`config.mk`:
```
export PLATFORM = sky130hd
export DESIGN_NAME = enc_onehot2bin_skid_flat
export DESIGN_NICKNAME = d
export VERILOG_FILES = /design/src/rtl/enc_onehot2bin_skid_if.sv /design/src/rtl/enc_onehot2bin_skid.sv /design/src/flat_wrapper.sv
export SDC_FILE = /design/constraint.sdc
export NUM_CORES = 1
export LEC_CHECK = 0
export ABC_AREA = 1
export CORE_ASPECT_RATIO = 1.1
export CORE_MARGIN = 2
export CORE_UTILIZATION = 55
export DETAILED_ROUTE_END_ITERATION = 7
export PLACE_DENSITY = 0.86
export SYNTH_ARGS = -nofsm -noshare
export SYNTH_HDL_FRONTEND = slang
export SYNTH_SLANG_ARGS = --single-unit
```
`constraint.sdc`:
```
create_clock -name clk -period 3.1 [get_ports clk]
set_input_delay 0.465 -clock clk [delete_from_list [all_inputs] [get_ports clk]]
set_output_delay 0.465 -clock clk [all_outputs]
set_load 0.02 [all_outputs]
```
`src/rtl/enc_onehot2bin_skid_if.sv`:
```
// enc_onehot2bin_skid_if: upstream one-hot word channel, downstream binary
// index channel and the error counter of enc_onehot2bin_skid in one bundle.
// slave is the encoder side, master is the producer/consumer side.
interface enc_onehot2bin_skid_if #(
   parameter int unsigned W         = 4,
   parameter int unsigned ERR_CNT_W = 8
);
   localparam int unsigned N = (32'd1 << W) - 32'd1;

   logic                 in_valid;
   logic [N-1:0]         in;
   logic                 in_ready;
   logic                 out_valid;
   logic [W-1:0]         out;
   logic                 out_err;
   logic                 out_ready;
   logic [ERR_CNT_W-1:0] err_cnt;

   modport slave (
      input  in_valid, in, out_ready,
      output in_ready, out_valid, out, out_err, err_cnt
   );

   modport master (
      output in_valid, in, out_ready,
      input  in_ready, out_valid, out, out_err, err_cnt
   );
endinterface

```
`src/rtl/enc_onehot2bin_skid.sv`:
```
// enc_onehot2bin_skid: re-encodes a 15-bit one-hot word to a 4-bit index,
// flags and counts illegal (multi-hot) words, and buffers results in a
// 2-entry skid FIFO behind a valid/ready handshake.
// Build option: define ONEHOT_PRIORITY_EN to encode multi-hot words to their
// lowest set bit instead of code N. All outputs come straight from flops.
module enc_onehot2bin_skid #(
   parameter int unsigned W         = 4,
   parameter int unsigned ERR_CNT_W = 8
) (
   input  logic                    clk,
   input  logic                    rst,
   enc_onehot2bin_skid_if.slave    io_bus
);
   localparam int unsigned N = (32'd1 << W) - 32'd1;

   typedef struct packed {
      logic [W-1:0] code;
      logic         err;
   } entry_t;

   entry_t               w_enc;
   logic                 w_seen;
   logic                 w_multi;
   logic [W-1:0]         w_low;

   entry_t               r_mem [2];
   logic                 r_wr_ptr;
   logic                 r_rd_ptr;
   logic [1:0]           r_count;
   logic                 r_in_ready;
   logic                 r_out_valid;
   entry_t               r_head;
   logic [ERR_CNT_W-1:0] r_err_cnt;

   logic                 w_push;
   logic                 w_pop;
   logic                 w_wr_ptr_nxt;
   logic                 w_rd_ptr_nxt;
   logic [1:0]           w_count_nxt;
   entry_t               w_head_nxt;
   logic [ERR_CNT_W-1:0] w_err_cnt_nxt;

   assign w_push = io_bus.in_valid & r_in_ready;
   assign w_pop  = r_out_valid & io_bus.out_ready;

   // Encode: find lowest set bit and whether more than one bit is set
   always_comb begin
      w_seen  = 1'b0;
      w_multi = 1'b0;
      w_low   = '0;
      for (int unsigned k = 0; k < N; k++) begin
         if (io_bus.in[k]) begin
            if (w_seen) w_multi = 1'b1;
            else        w_low   = W'(k);
            w_seen = 1'b1;
         end
      end
      w_enc.err = w_multi;
      if (!w_seen) begin
         w_enc.code = W'(N);
      end else if (w_multi) begin
`ifdef ONEHOT_PRIORITY_EN
         w_enc.code = w_low;
`else
         w_enc.code = W'(N);
`endif
      end else begin
         w_enc.code = w_low;
      end
   end

   // Next occupancy, pointers, head entry and error count
   always_comb begin
      w_wr_ptr_nxt  = r_wr_ptr;
      w_rd_ptr_nxt  = r_rd_ptr;
      w_count_nxt   = r_count;
      w_head_nxt    = '0;
      w_err_cnt_nxt = r_err_cnt;

      if (w_push) w_wr_ptr_nxt = ~r_wr_ptr;
      if (w_pop)  w_rd_ptr_nxt = ~r_rd_ptr;

      case ({w_push, w_pop})
         2'b10:   w_count_nxt = r_count + 2'd1;
         2'b01:   w_count_nxt = r_count - 2'd1;
         default: w_count_nxt = r_count;
      endcase

      // New head bypasses the array when it is being written this cycle
      if (w_count_nxt != 2'd0) begin
         if (w_push && (r_wr_ptr == w_rd_ptr_nxt)) w_head_nxt = w_enc;
         else                                      w_head_nxt = r_mem[w_rd_ptr_nxt];
      end

      if (w_push && w_enc.err && (r_err_cnt != '1))
         w_err_cnt_nxt = r_err_cnt + ERR_CNT_W'(1);
   end

   // FIFO storage write
   always_ff @(posedge clk or posedge rst) begin
      if (rst) begin
         r_mem[0] <= '0;
         r_mem[1] <= '0;
      end else if (w_push) begin
         r_mem[r_wr_ptr] <= w_enc;
      end
   end

   // Control state and registered outputs
   always_ff @(posedge clk or posedge rst) begin
      if (rst) begin
         r_wr_ptr    <= 1'b0;
         r_rd_ptr    <= 1'b0;
         r_count     <= 2'd0;
         r_in_ready  <= 1'b0;
         r_out_valid <= 1'b0;
         r_head      <= '0;
         r_err_cnt   <= '0;
      end else begin
         r_wr_ptr    <= w_wr_ptr_nxt;
         r_rd_ptr    <= w_rd_ptr_nxt;
         r_count     <= w_count_nxt;
         r_in_ready  <= (w_count_nxt != 2'd2);
         r_out_valid <= (w_count_nxt != 2'd0);
         r_head      <= w_head_nxt;
         r_err_cnt   <= w_err_cnt_nxt;
      end
   end

   assign io_bus.in_ready  = r_in_ready;
   assign io_bus.out_valid = r_out_valid;
   assign io_bus.out       = r_head.code;
   assign io_bus.out_err   = r_head.err;
   assign io_bus.err_cnt   = r_err_cnt;

endmodule

```
`src/flat_wrapper.sv`:
```
// flat-port wrapper written by rule: the top's interface ports become plain ports
module enc_onehot2bin_skid_flat 
#(
   parameter int unsigned W         = 4,
   parameter int unsigned ERR_CNT_W = 8
)
  (clk, rst, io_bus_in_valid, io_bus_in, io_bus_out_ready, io_bus_in_ready, io_bus_out_valid, io_bus_out, io_bus_out_err, io_bus_err_cnt);
  enc_onehot2bin_skid_if #(.W(W), .ERR_CNT_W(ERR_CNT_W)) io_bus_i ();
  input  logic clk;
  input  logic rst;
  input wire logic [$bits(io_bus_i.in_valid)-1:0] io_bus_in_valid;
  input wire logic [$bits(io_bus_i.in)-1:0] io_bus_in;
  input wire logic [$bits(io_bus_i.out_ready)-1:0] io_bus_out_ready;
  output wire logic [$bits(io_bus_i.in_ready)-1:0] io_bus_in_ready;
  output wire logic [$bits(io_bus_i.out_valid)-1:0] io_bus_out_valid;
  output wire logic [$bits(io_bus_i.out)-1:0] io_bus_out;
  output wire logic [$bits(io_bus_i.out_err)-1:0] io_bus_out_err;
  output wire logic [$bits(io_bus_i.err_cnt)-1:0] io_bus_err_cnt;
  assign io_bus_i.in_valid = io_bus_in_valid;
  assign io_bus_i.in = io_bus_in;
  assign io_bus_i.out_ready = io_bus_out_ready;
  assign io_bus_in_ready = io_bus_i.in_ready;
  assign io_bus_out_valid = io_bus_i.out_valid;
  assign io_bus_out = io_bus_i.out;
  assign io_bus_out_err = io_bus_i.out_err;
  assign io_bus_err_cnt = io_bus_i.err_cnt;
  enc_onehot2bin_skid #(.W(W), .ERR_CNT_W(ERR_CNT_W)) u_core (.clk(clk), .rst(rst), .io_bus(io_bus_i));
endmodule
```
==> results.md <==
- Status: finished clean
- Height of the die: 63.3 um
- Global Route Usage Sum: 19.6%
- Setup TNS: 0 ns
- Final ANT Viol Nets: 0
- Worst-Skew Late Latency: 0.33 ns
- Power Density: 787 mW/mm^2
- CP Class: input pin to flop
- Largest net degree at the start of global routing: 30
- Violation count after the first detailed-route iteration: 62
- Crit path time final: 2.17 ns
- Via count of the first global-routing pass: 1331
- Die ar.: 0.00367 mm^2
- Sequential cell area fraction in the yosys report: 41.3%
- Rows: 21
- Met3 usage: 5.54%
- Layout Skew: 0.0152 ns
- M1 GR Usage: 24.6%
- Leak pwr: 1.10 nW
- Initial antenna violation count: 0
- Async set-or-reset flop fraction in the synthesized netlist: 100%
- Distinct cell type count after synthesis: 29
- EDFF count, synth: 0
- Core area: 0.00305 mm^2
- Detailed Place HPWL: 2600 um
- Setup Fix Bufs, Post-CTS: 0
- Period Utilization, post-route: 69.9%
- Gpl congestion: 0.872
- Synth top area share: 41.3%
- Synthesized Nets: 255
- Main synth FF type: dfrtp_1
- Crit path launch: io_bus_in_valid
- CTS H-tree depth: 2
- Least-Margin Pin Slew: 0.464 ns
- Pins Over Slew Limit: 0
- RSZ-0062 raised after global routing: no
- CTS buffer count: 5
- DRT Pass-1 Iters: 4
- DP Worst Slack: 0.601 ns
- Chip width: 57.9 um
- Syn Inst Count: 234
- Commonest non-fill, non-tap cell in the layout: nand2_1
- Max cap viols: 0
- Number of port buffers: 33
- Worst-case vdd ir drop: 0.598 mV
- F_max: 461 MHz
- Slew Limit Headroom: 69.0%
- CP max FO: 6
- Final nets: 295
- Tightest Hold Check Type: input pin to asynchronous set/reset pin
- Area delta synth->final: 25.4%
- WP data required: 3.32 ns
- Reg2reg start: u_core.io_bus.in_ready$_DFF_PP0_
- # resized after CTS: 0
- Synth area leader: dfrtp_1
- Ant. Diodes: 0
- Most frequent cells in the layout: nand2_1 (71), inv_1 (33), clkdlybuf4s50_1 (33)
- GR Util met2: 31.8%
- Vias/cell: 5.01
- Final worst slack: 0.932 ns
- Flops & latches, synth: 29
- First-pass GRT wire length: 5560 um
- Most Crowded Layer GR: met2
- Mapped Area: 0.00176 mm^2
- Syn_area_per_cell: 7.52 um^2
- Hold bufs inserted after CTS: 0
- Startpoint types: input pin
- Root Buffer: clkbuf_4
- CTS tree: built
- Vias: 1547
- Worst Path Arrival: 2.39 ns
- Worst setup EP type: flop
- Clock Sinks: 29
- DRC viols: 0
- Reg clk slew, reported paths: 0.10 ns
- Initial Util: 57.7%
- Synth top area cells: dfrtp_1 (41%), nand2_1 (15%), inv_1 (7.0%)
- I/O pin cnt: 34
- Share of layout cells above drive strength 1: 13.1%
- Setup violators final: 0
- Synth Warn #: 0
- Fin. Hold Viols: 0
- Post-Route WL: 3240 um
- GRT overflow: 0
- CTS Buffer Depth: 2
- Routed WL per cell: 10.5 um
- Final hold slack: 0.486 ns
## routing by layer
metal	vias to the layer above	part of all wire [%]
met5	-	0
met3	6	5.2
met1	676	47
li1	821	-
met2	44	46
met4	0	1.7
## kinds of logic after synthesis
kind of cell / count (synthesis) / synth area share (%)
adders and majority gates: 2 / 1.42
and+or+nand+nor: 127 / 35.3
xor gates and xnor gates: 8 / 3.98
DFF: 29 / 41.3
buffers and inverters: 37 / 8.04
AOI/OAI and AO/OA: 31 / 10.0
## sequential cells by signal (all words and copies together), names as in the netlist, 2 cells and up
name	flops
u_core.r_count	2
u_core.io_bus.out	4
u_core.io_bus.err_cnt	8
u_core.r_mem	10
## stage by stage
step           utilization [%]  std cells  cell area [um^2]  total power [mW]
5_1_grt                   72.4        309              2210              1.88
3_5_place_dp              70.1        301              2140              1.49
2_1_floorplan                -        234              1760              1.20
4_1_cts                   72.4        309              2210              1.75
6_report                  72.4        309              2210              1.74
3_3_place_gp              70.1        301              2140              1.45
## critical path, cell delays in order
cell and delay (ns):
clkdlybuf4s50_1 0.46, nand2_1 0.15, ha_1 0.35, a21oi_1 0.12, o21ai_0 0.11, xnor2_1 0.16
or2_2 0.33, o21ai_0 0.10, a21o_1 0.11, inv_1 0.04
## final timing paths
kind,to,cells past startpoint,slack [ns]
setup / recovery,u_core.io_bus.out_err$_DFF_PP0_,10,0.93
hold / removal,u_core.r_rd_ptr$_DFF_PP0_,3,0.49
setup reg to reg,u_core.io_bus.out_err$_DFF_PP0_,9,1.15
hold reg to reg,u_core.r_mem[2]$_DFFE_PP0P_,2,0.49
max in group asynchronous,u_core.r_mem[3]$_DFFE_PP0P_,3,2.33
min in group clk,u_core.r_mem[2]$_DFFE_PP0P_,2,0.49
## report_power, final
group	switching (mW)	total (mW)	internal, mW
Clock	0.129	0.260	0.131
Combinational	0.484	0.848	0.364
Sequential	0.0953	0.628	0.533
## layout make-up
cell class | count | area [um^2]
Clock buffer | 7 | 65.1
Clock inverter | 1 | 5.00
Fill cell | 256 | 842
Inverter | 36 | 138
Multi-Input combinational cell | 168 | 892
Sequential cell | 29 | 726
Tap cell | 34 | 42.5
Timing Repair Buffer | 34 | 338
## cell usage after synthesis (2+ instances only)
cell and n:
o21ai_2 3, inv_1 33, o21ai_0 14, dfrtp_1 29, nand4_1 4, inv_2 2
nand3_1 11, a21oi_1 10, xnor2_1 4, ha_1 2, nor2_4 5, nand2_4 2
or2_2 3, nand2_1 71, nand3_2 3, nor2_1 14, nor3_1 5, nand2_2 5
xor2_1 4
(Power assumes the default switching activity.)
==> RTL edit, RTL diff (config.mk and constraints unchanged) <==
`W` is set to 4 in 3 places; all go to 5.
--- a/src/rtl/enc_onehot2bin_skid_if.sv
+++ b/src/rtl/enc_onehot2bin_skid_if.sv
@@ -3,5 +3,5 @@
 // slave is the encoder side, master is the producer/consumer side.
 interface enc_onehot2bin_skid_if #(
-   parameter int unsigned W         = 4,
+   parameter int unsigned W         = 5,
    parameter int unsigned ERR_CNT_W = 8
 );
--- a/src/rtl/enc_onehot2bin_skid.sv
+++ b/src/rtl/enc_onehot2bin_skid.sv
@@ -5,5 +5,5 @@
 // lowest set bit instead of code N. All outputs come straight from flops.
 module enc_onehot2bin_skid #(
-   parameter int unsigned W         = 4,
+   parameter int unsigned W         = 5,
    parameter int unsigned ERR_CNT_W = 8
 ) (
--- a/src/flat_wrapper.sv
+++ b/src/flat_wrapper.sv
@@ -2,5 +2,5 @@
 module enc_onehot2bin_skid_flat 
 #(
-   parameter int unsigned W         = 4,
+   parameter int unsigned W         = 5,
    parameter int unsigned ERR_CNT_W = 8
 )
Interface: changed (resized io_bus_in and io_bus_out); port bits go from 34 to 51. No check against the original RTL was run, so the function may have changed too.
==> RTL edit against the original RTL <==
Total power rose by 13%; design area increased by 39%; cell count up 50%; routed wire length grew 61%; first-iteration DRC count grew to 2.5 times the old value; combinational power rose by 17%; setup slack got worse by 0.66 ns; area after synthesis grew 36%; critical endpoint is now u_core.io_bus.err_cnt[4]$_DFFE_PP0P_; sequential cell count up 3.
==> RTL edit: results (changes against the original RTL) <==
Pwr
  • VDD IR max: 0.000240 V (was 0.000598 V)
  • Combinational power: 0.990 mW (was 0.848 mW)
  • Sw frac: 0.407 (was 0.408)
  • Seq group: 0.689 mW (was 0.628 mW)

GRT
  • Gr usage total: 0.236 (was 0.196)
  • Met1 Track Usage GR: 0.258 (was 0.246)
  • Routing usage on met3: 0.0401 (was 0.0554)

Route
  • Initial DRT Pass Iterations: 5 (was 4)
  • M1 wire length: 2060 µm (was 1510 µm)
  • Iter 0 DRT Violations: 157 (was 62)

Place
  • Cell Area, Placed: 3000 µm² (was 2140 µm²)
  • Pre-CTS setup slack: -0.0365 ns (was 0.601 ns)
  • Port Buffers: 50 (was 33)
  • Dpl cells: 458 (was 301)
  • GP Congestion: 0.880 (was 0.872)

Finish
  • Final Non-Filler Cells: 465 (was 309)
  • Proportion of layout cells with a drive suffix above 1: 0.0973 (was 0.131)

Clock network
  • CTS clk-pin slew, worst paths: 0.06 ns (was 0.10 ns)

Yosys
  • Netlist cell types: 31 (was 29)
  • Top post-synthesis cells by area: dfrtp_1, nand2_1, inv_1 (unchanged)
  • Adder-cell share of the synthesized area: 0.0105 (was 0.0142)

Outcome
  • Outcome: finished clean (unchanged)

Timing
  • Max Clock Skew: 0.00450 ns (was 0.0152 ns)
  • Slew HR: 0.685 (was 0.690)

Min path
  • HP Class: register to register (was input pin to asynchronous set/reset pin)
RTL edit: cell types whose count changed after synthesis, moves of 4 or more:
cell     delta
a21oi_1     +7
inv_1      +19
nand2_1    +27
nand3_1    +10
nand4_1     +7
nor2_1     +18
nor2_2      +4
o21ai_0    +16
RTL edit: final timing paths:
path                                                  start                              endpoint  slack (ns)  cells past startpoint
max reg2reg                u_core.io_bus.in_ready$_DFF_PP0_        u_core.io_bus.out[0]$_DFF_PP0_        1.11                     10
min reg2reg                     u_core.r_mem[1]$_DFFE_PP0P_           u_core.r_mem[1]$_DFFE_PP0P_        0.48                      2
min                             u_core.r_mem[1]$_DFFE_PP0P_           u_core.r_mem[1]$_DFFE_PP0P_        0.48                      2
min in group asynchronous                               rst  u_core.io_bus.err_cnt[2]$_DFFE_PP0P_        0.57                      3
max                                            io_bus_in[3]  u_core.io_bus.err_cnt[4]$_DFFE_PP0P_        0.27                     19
max in group asynchronous                               rst             u_core.r_rd_ptr$_DFF_PP0_        2.25                      3
RTL edit: cell type report:
type	count	share of cell area
well taps	54	0.0220
inverters	53	0.0655
clock inverters	1	0.00163
multi-input cells	262	0.447
clock buffers	6	0.0236
flip-flops and latches	32	0.260
repair buffers	57	0.180
RTL edit: critical path, cell delays in order:
cell	delay, ns
clkdlybuf4s50_1	0.47
nor2_4	0.22
nand4_1	0.28
nor2_4	0.22
nand2_1	0.08
nand2_1	0.06
nand2_1	0.05
inv_1	0.04
nand2_1	0.04
nor2_1	0.08
nand2_1	0.06
nor2_1	0.12
nand3b_1	0.10
nor2_2	0.21
nand3_4	0.16
nand2_4	0.15
inv_4	0.08
nand2_2	0.06
o21ai_2	0.05
